===== src/rtl/pipe_adder.sv =====
// pipe_adder: pipelined two's-complement adder/subtractor with valid/ready on both sides.
//
// The carry chain is cut into STAGES chunks of C = WIDTH/STAGES bits. Stage k adds chunk k
// using the carry registered by stage k-1. It appends its bits to the completed low-order
// sum and forwards the operand bits that are still unconsumed.
//
// Parameters:
//   WIDTH   operand/result width (>= 1)
//   STAGES  pipeline depth = latency = capacity (>= 1, must divide WIDTH)
// Ports:
//   clk, rst_n           clock (rising edge), asynchronous active-low reset
//   in_valid, in_ready   upstream handshake
//   a, b, cin, sub       operands; sub=1 computes a-b (cin ignored), else a+b+cin
//   out_valid, out_ready downstream handshake
//   sum, cout, ovf       result, carry out of MSB (1 = no borrow on subtract), signed overflow
module pipe_adder #(
  parameter int unsigned WIDTH  = 32,
  parameter int unsigned STAGES = 4
) (
  input  logic             clk,
  input  logic             rst_n,
  input  logic             in_valid,
  output logic             in_ready,
  input  logic [WIDTH-1:0] a,
  input  logic [WIDTH-1:0] b,
  input  logic             cin,
  input  logic             sub,
  output logic             out_valid,
  input  logic             out_ready,
  output logic [WIDTH-1:0] sum,
  output logic             cout,
  output logic             ovf
);

  localparam int unsigned C = (STAGES == 0) ? 1 : WIDTH / STAGES;

  if (WIDTH < 1 || STAGES < 1 || (WIDTH % ((STAGES == 0) ? 1 : STAGES)) != 0) begin : g_bad_cfg
    $error("pipe_adder: WIDTH must be >= 1 and STAGES must be >= 1 and divide WIDTH");
  end

  // Subtraction is a + ~b + 1: the "+1" rides in as the chunk-0 carry.
  logic [WIDTH-1:0] b_eff;
  logic             cin_eff;
  assign b_eff   = sub ? ~b : b;
  assign cin_eff = sub | cin;

  for (genvar k = 0; k < STAGES; k++) begin : g_st
    // Bits of each operand still to be added on entry to this stage (current chunk + above).
    localparam int unsigned Rin = WIDTH - k * C;
    localparam int unsigned Hi  = (k + 1) * C;

    logic           up_vld;
    logic [Rin-1:0] a_in;
    logic [Rin-1:0] b_in;
    logic           ci;
    logic [C:0]     add;
    logic [Hi-1:0]  sum_d;
    logic           adv;

    logic           vld_q;
    logic [Hi-1:0]  sum_q;
    logic           cy_q;

    if (k == 0) begin : g_first
      assign up_vld = in_valid;
      assign a_in   = a;
      assign b_in   = b_eff;
      assign ci     = cin_eff;
      assign sum_d  = add[C-1:0];
    end else begin : g_next
      assign up_vld = g_st[k-1].vld_q;
      assign a_in   = g_st[k-1].g_mid.a_rem_q;
      assign b_in   = g_st[k-1].g_mid.b_rem_q;
      assign ci     = g_st[k-1].cy_q;
      assign sum_d  = {add[C-1:0], g_st[k-1].sum_q};
    end

    assign add = {1'b0, a_in[C-1:0]} + {1'b0, b_in[C-1:0]} + {{C{1'b0}}, ci};

    // A stage takes new contents when it is empty or its contents move on this cycle.
    if (k == STAGES - 1) begin : g_adv_last
      assign adv = !vld_q || out_ready;
    end else begin : g_adv_mid
      assign adv = !vld_q || g_st[k+1].adv;
    end

    always_ff @(posedge clk or negedge rst_n) begin
      if (!rst_n) begin
        vld_q <= 1'b0;
        sum_q <= '0;
        cy_q  <= 1'b0;
      end else if (adv) begin
        vld_q <= up_vld;
        // Data only moves with a valid token so a drained stage keeps its last result.
        if (up_vld) begin
          sum_q <= sum_d;
          cy_q  <= add[C];
        end
      end
    end

    if (k < STAGES - 1) begin : g_mid
      logic [Rin-C-1:0] a_rem_q;
      logic [Rin-C-1:0] b_rem_q;

      // Pure datapath: meaningless unless vld_q is set, so no reset needed.
      always_ff @(posedge clk) begin
        if (adv && up_vld) begin
          a_rem_q <= a_in[Rin-1:C];
          b_rem_q <= b_in[Rin-1:C];
        end
      end
    end else begin : g_last
      logic ovf_q;

      // Carry into the MSB recovered from the MSB sum bit: c_in = a ^ b ^ s.
      always_ff @(posedge clk or negedge rst_n) begin
        if (!rst_n) begin
          ovf_q <= 1'b0;
        end else if (adv && up_vld) begin
          ovf_q <= add[C] ^ (a_in[C-1] ^ b_in[C-1] ^ add[C-1]);
        end
      end
    end
  end

  assign in_ready  = g_st[0].adv;
  assign out_valid = g_st[STAGES-1].vld_q;
  assign sum       = g_st[STAGES-1].sum_q;
  assign cout      = g_st[STAGES-1].cy_q;
  assign ovf       = g_st[STAGES-1].g_last.ovf_q;

endmodule

===== config.mk =====
export PLATFORM = sky130hd
export DESIGN_NAME = pipe_adder
export DESIGN_NICKNAME = d
export VERILOG_FILES = /design/src/rtl/pipe_adder.sv
export SDC_FILE = /design/constraint.sdc
export NUM_CORES = 1
export LEC_CHECK = 0
export CAP_MARGIN = 20
export CORE_MARGIN = 3
export CORE_UTILIZATION = 30
export CTS_CLUSTER_SIZE = 8
export DETAILED_ROUTE_END_ITERATION = 8
export GPL_ROUTABILITY_DRIVEN = 0
export HOLD_SLACK_MARGIN = 0.03
export SLEW_MARGIN = 40
export SYNTH_ARGS = -nofsm -noshare
export SYNTH_HDL_FRONTEND = slang
export SYNTH_SLANG_ARGS = --single-unit
export TNS_END_PERCENT = 10

===== constraint.sdc =====
create_clock -name clk -period 3.2 [get_ports clk]
set_input_delay 0.64 -clock clk [delete_from_list [all_inputs] [get_ports clk]]
set_output_delay 0.64 -clock clk [all_outputs]
set_load 0.005 [all_outputs]

==> impl_metrics.tcl <==
set metrics [dict create \
    status "finished clean" \
    clockBufferDepth 2 \
    portBuffers 105 \
    fin_crit_ns 2.76 \
    synth_top_flop_cell "edfxtp_1" \
    critPathArrivalTime_ns 2.12 \
    synth_nets 662 \
    layout-drive-gt1-share 0.136 \
    rr_startpoint "g_st[0].cy_q$_DFFE_PN0P_" \
    final.setup.tns_ns 0 \
    numClockSinks 185 \
    finalHoldViolations 0 \
    yosysSeqAreaShare 0.663 \
    grt_start_max_net_pins 78 \
    syn_avg_cell_area_um2 13.9 \
    ys_async_sr_fraction 0.481 \
    postCtsHoldBufs 0 \
    ir_worst_vdd_mv 0.278 \
    powerDensity_nw_per_um2 731 \
    wire_per_inst_um 13.8 \
    yosysWarnings 0 \
    cts_tree "built" \
    finalSetupViolations 0 \
    r2r_slack_ns 0.81 \
    ioPinCount 106 \
    r2r_cells 7 \
    yosysUniqueCellTypes 39 \
    fin_crit_sh 0.861 \
    synth_edf_count 96 \
    finClkSkew_ns 0.0126 \
    final_cell_area_um2 9840 \
    multi_input_area_um2 2470 \
    drv_cap 0 \
    rsz0062_at_grt "no" \
    first_global_vias 4527 \
    nets 784 \
    cts_buffers 17 \
    wl_met1_um 6230 \
    start_kind "input port" \
    gr-usage-all-layers 0.107 \
    hold_class "input port to async pin" \
    initial_core_util 0.305 \
    final_util 0.390 \
    worst_pin_slew_ns 0.701 \
    vias 4417 \
    die_x_um 166 \
    cp-end-kind "primary output" \
    insertion_delay_ns 0.43 \
    core_region_area_um2 25300 \
    die_h_um 166 \
    n_antenna_cell 0 \
    post_cts_buffers 0 \
    num_rows 58 \
    r2r-end "g_st[1].cy_q$_DFFE_PN0P_" \
    cts_resized 0 \
    wl_met3_um 663 \
    area_growth_pct 27.6 \
    netlist_area_um2 7710 \
    antenna_found_initial 0 \
    htree_levels 4 \
    cp_max_fo 4 \
    slew_viol_final 0 \
    remaining_drc_errors 0 \
    drt_iter0_drc 237 \
    p_leak_nw 4.00 \
    total_power_mw 7.20 \
    viasPerCell 4.33 \
    place_area_um2 9220 \
    regArea_um2 5110 \
    nFillCells 2459 \
    top_layer "met4" \
    overflow 0 \
    root_buffer "clkbuf_16" \
    die_area_um2 27700 \
    clk_pin_slew_worst_paths_ns 0.07 \
    syn_inst 556 \
    synth-seq-cells 185 \
    crit_type "input port to primary output" \
    relSlewSlack 0.533 \
    worstPathRequired_ns 2.56 \
    grt_pass1_wl_um 23200 \
    drtAntennaViolNets 0 \
    drt_wl_total_um 14100 \
    max_freq_mhz 363 \
    first_pass_iters 4 \
    wl_met2_um 7010 \
    hpwlAfterDp_um 10100 \
]
per-stage QoR:
stage	cells	setup slack, ns	hold slack (ns)
global route	1021	0.372	0.295
CTS	1021	0.441	0.263
finish	1021	0.443	0.243
floorplan	556	0.201	0.344
detailed placement	989	0.0567	0.405
global placement	989	0.0816	0.402
area by class of cell:
cell class / instances / share of cell area
Sequential cell: 185 / 0.519
Multi-Input combinational cell: 339 / 0.251
Timing Repair Buffer: 119 / 0.118
Clock buffer: 17 / 0.0432
Tap cell: 330 / 0.0420
Clock inverter: 15 / 0.0196
Inverter: 16 / 0.00610
cell usage after synthesis (6+ instances only):
cell type,instances,area (um^2)
edfxtp_1,96,2880
nand2_1,92,345
dfrtp_1,89,2230
xor2_1,42,368
mux2_2,37,417
o21ai_0,32,160
ha_1,28,350
a21oi_1,18,90.1
inv_1,15,56.3
clkbuf_1,9,33.8
a211oi_1,8,60.1
fa_1,8,160
xnor2_1,8,70.1
buf_2,7,35.0
nor2_1,6,22.5
flip-flops by register name (all words and copies together), names as in the netlist:
signal	flops
g_st.vld_q	3
ovf	1
out_valid	1
cout	1
g_st.g_mid.b_rem_q	48
g_st.sum_q	48
g_st.g_mid.a_rem_q	48
sum	32
g_st.cy_q	3
worst max-delay path by stage:
stage / startpoint / slack (ns) / end / cells after the start
after global placement: cin / 0.08 / g_st[0].sum_q[6]$_DFFE_PN0P_ / 10
after detailed placement: cin / 0.06 / g_st[0].sum_q[6]$_DFFE_PN0P_ / 10
after global routing: out_ready / 0.37 / in_ready / 4
final: out_ready / 0.44 / in_ready / 4
after floorplan: sub / 0.20 / g_st[0].sum_q[6]$_DFFE_PN0P_ / 11
after CTS: out_ready / 0.44 / in_ready / 4
power breakdown:
group	internal (mW)	switching, mW	total (mW)	leakage, nW
sequential	3.13	0.288	3.42	2.01
clock	1.07	1.04	2.11	0.294
combinational	0.954	0.721	1.67	1.69
layout by cell type (no fill, tap or decap), types with 4 or more instances in the layout:
master             n
buf_4             13
xnor2_1            8
xor2_1            42
inv_1             13
nor2b_1            4
mux2_2            37
edfxtp_1          96
or2_2              4
o21ai_0           32
nand2_1           92
clkbuf_16         17
a21o_1             5
a211oi_1           8
fa_1               8
nand2b_1           4
clkdlybuf4s50_1  103
clkinv_8           6
nor2_1             6
inv_6              5
dfrtp_1           89
ha_1              28
o211ai_1           5
a21oi_1           18
nor3_1             4
o31ai_1            5
logic make-up (layout without fill, tap and decap cells):
| group | after synthesis | in the layout | share of synthesized area |
|---|---|---|---|
| flops | 185 | 185 | 0.663 |
| simple gates | 127 | 127 | 0.0720 |
| compound gates | 89 | 89 | 0.0716 |
| xor+xnor | 50 | 50 | 0.0568 |
| mux | 37 | 37 | 0.0540 |
| fa+ha+maj | 36 | 36 | 0.0662 |
| buf+inv | 32 | 167 | 0.0167 |
per-layer routing:
| layer | GRT usage | vias up |
|---|---|---|
| met5 | 0 | - |
| met4 | 0.0344 | 0 |
| met3 | 0.0336 | 13 |
| met2 | 0.181 | 70 |
| met1 | 0.131 | 2113 |
| li1 | - | 2221 |
critical path: stages:
cell and delay (ns):
clkdlybuf4s50_1 0.44, nand4b_1 0.25, or2_2 0.33, clkdlybuf4s50_1 0.46
Note: power is estimated with default switching activity, not from simulation.
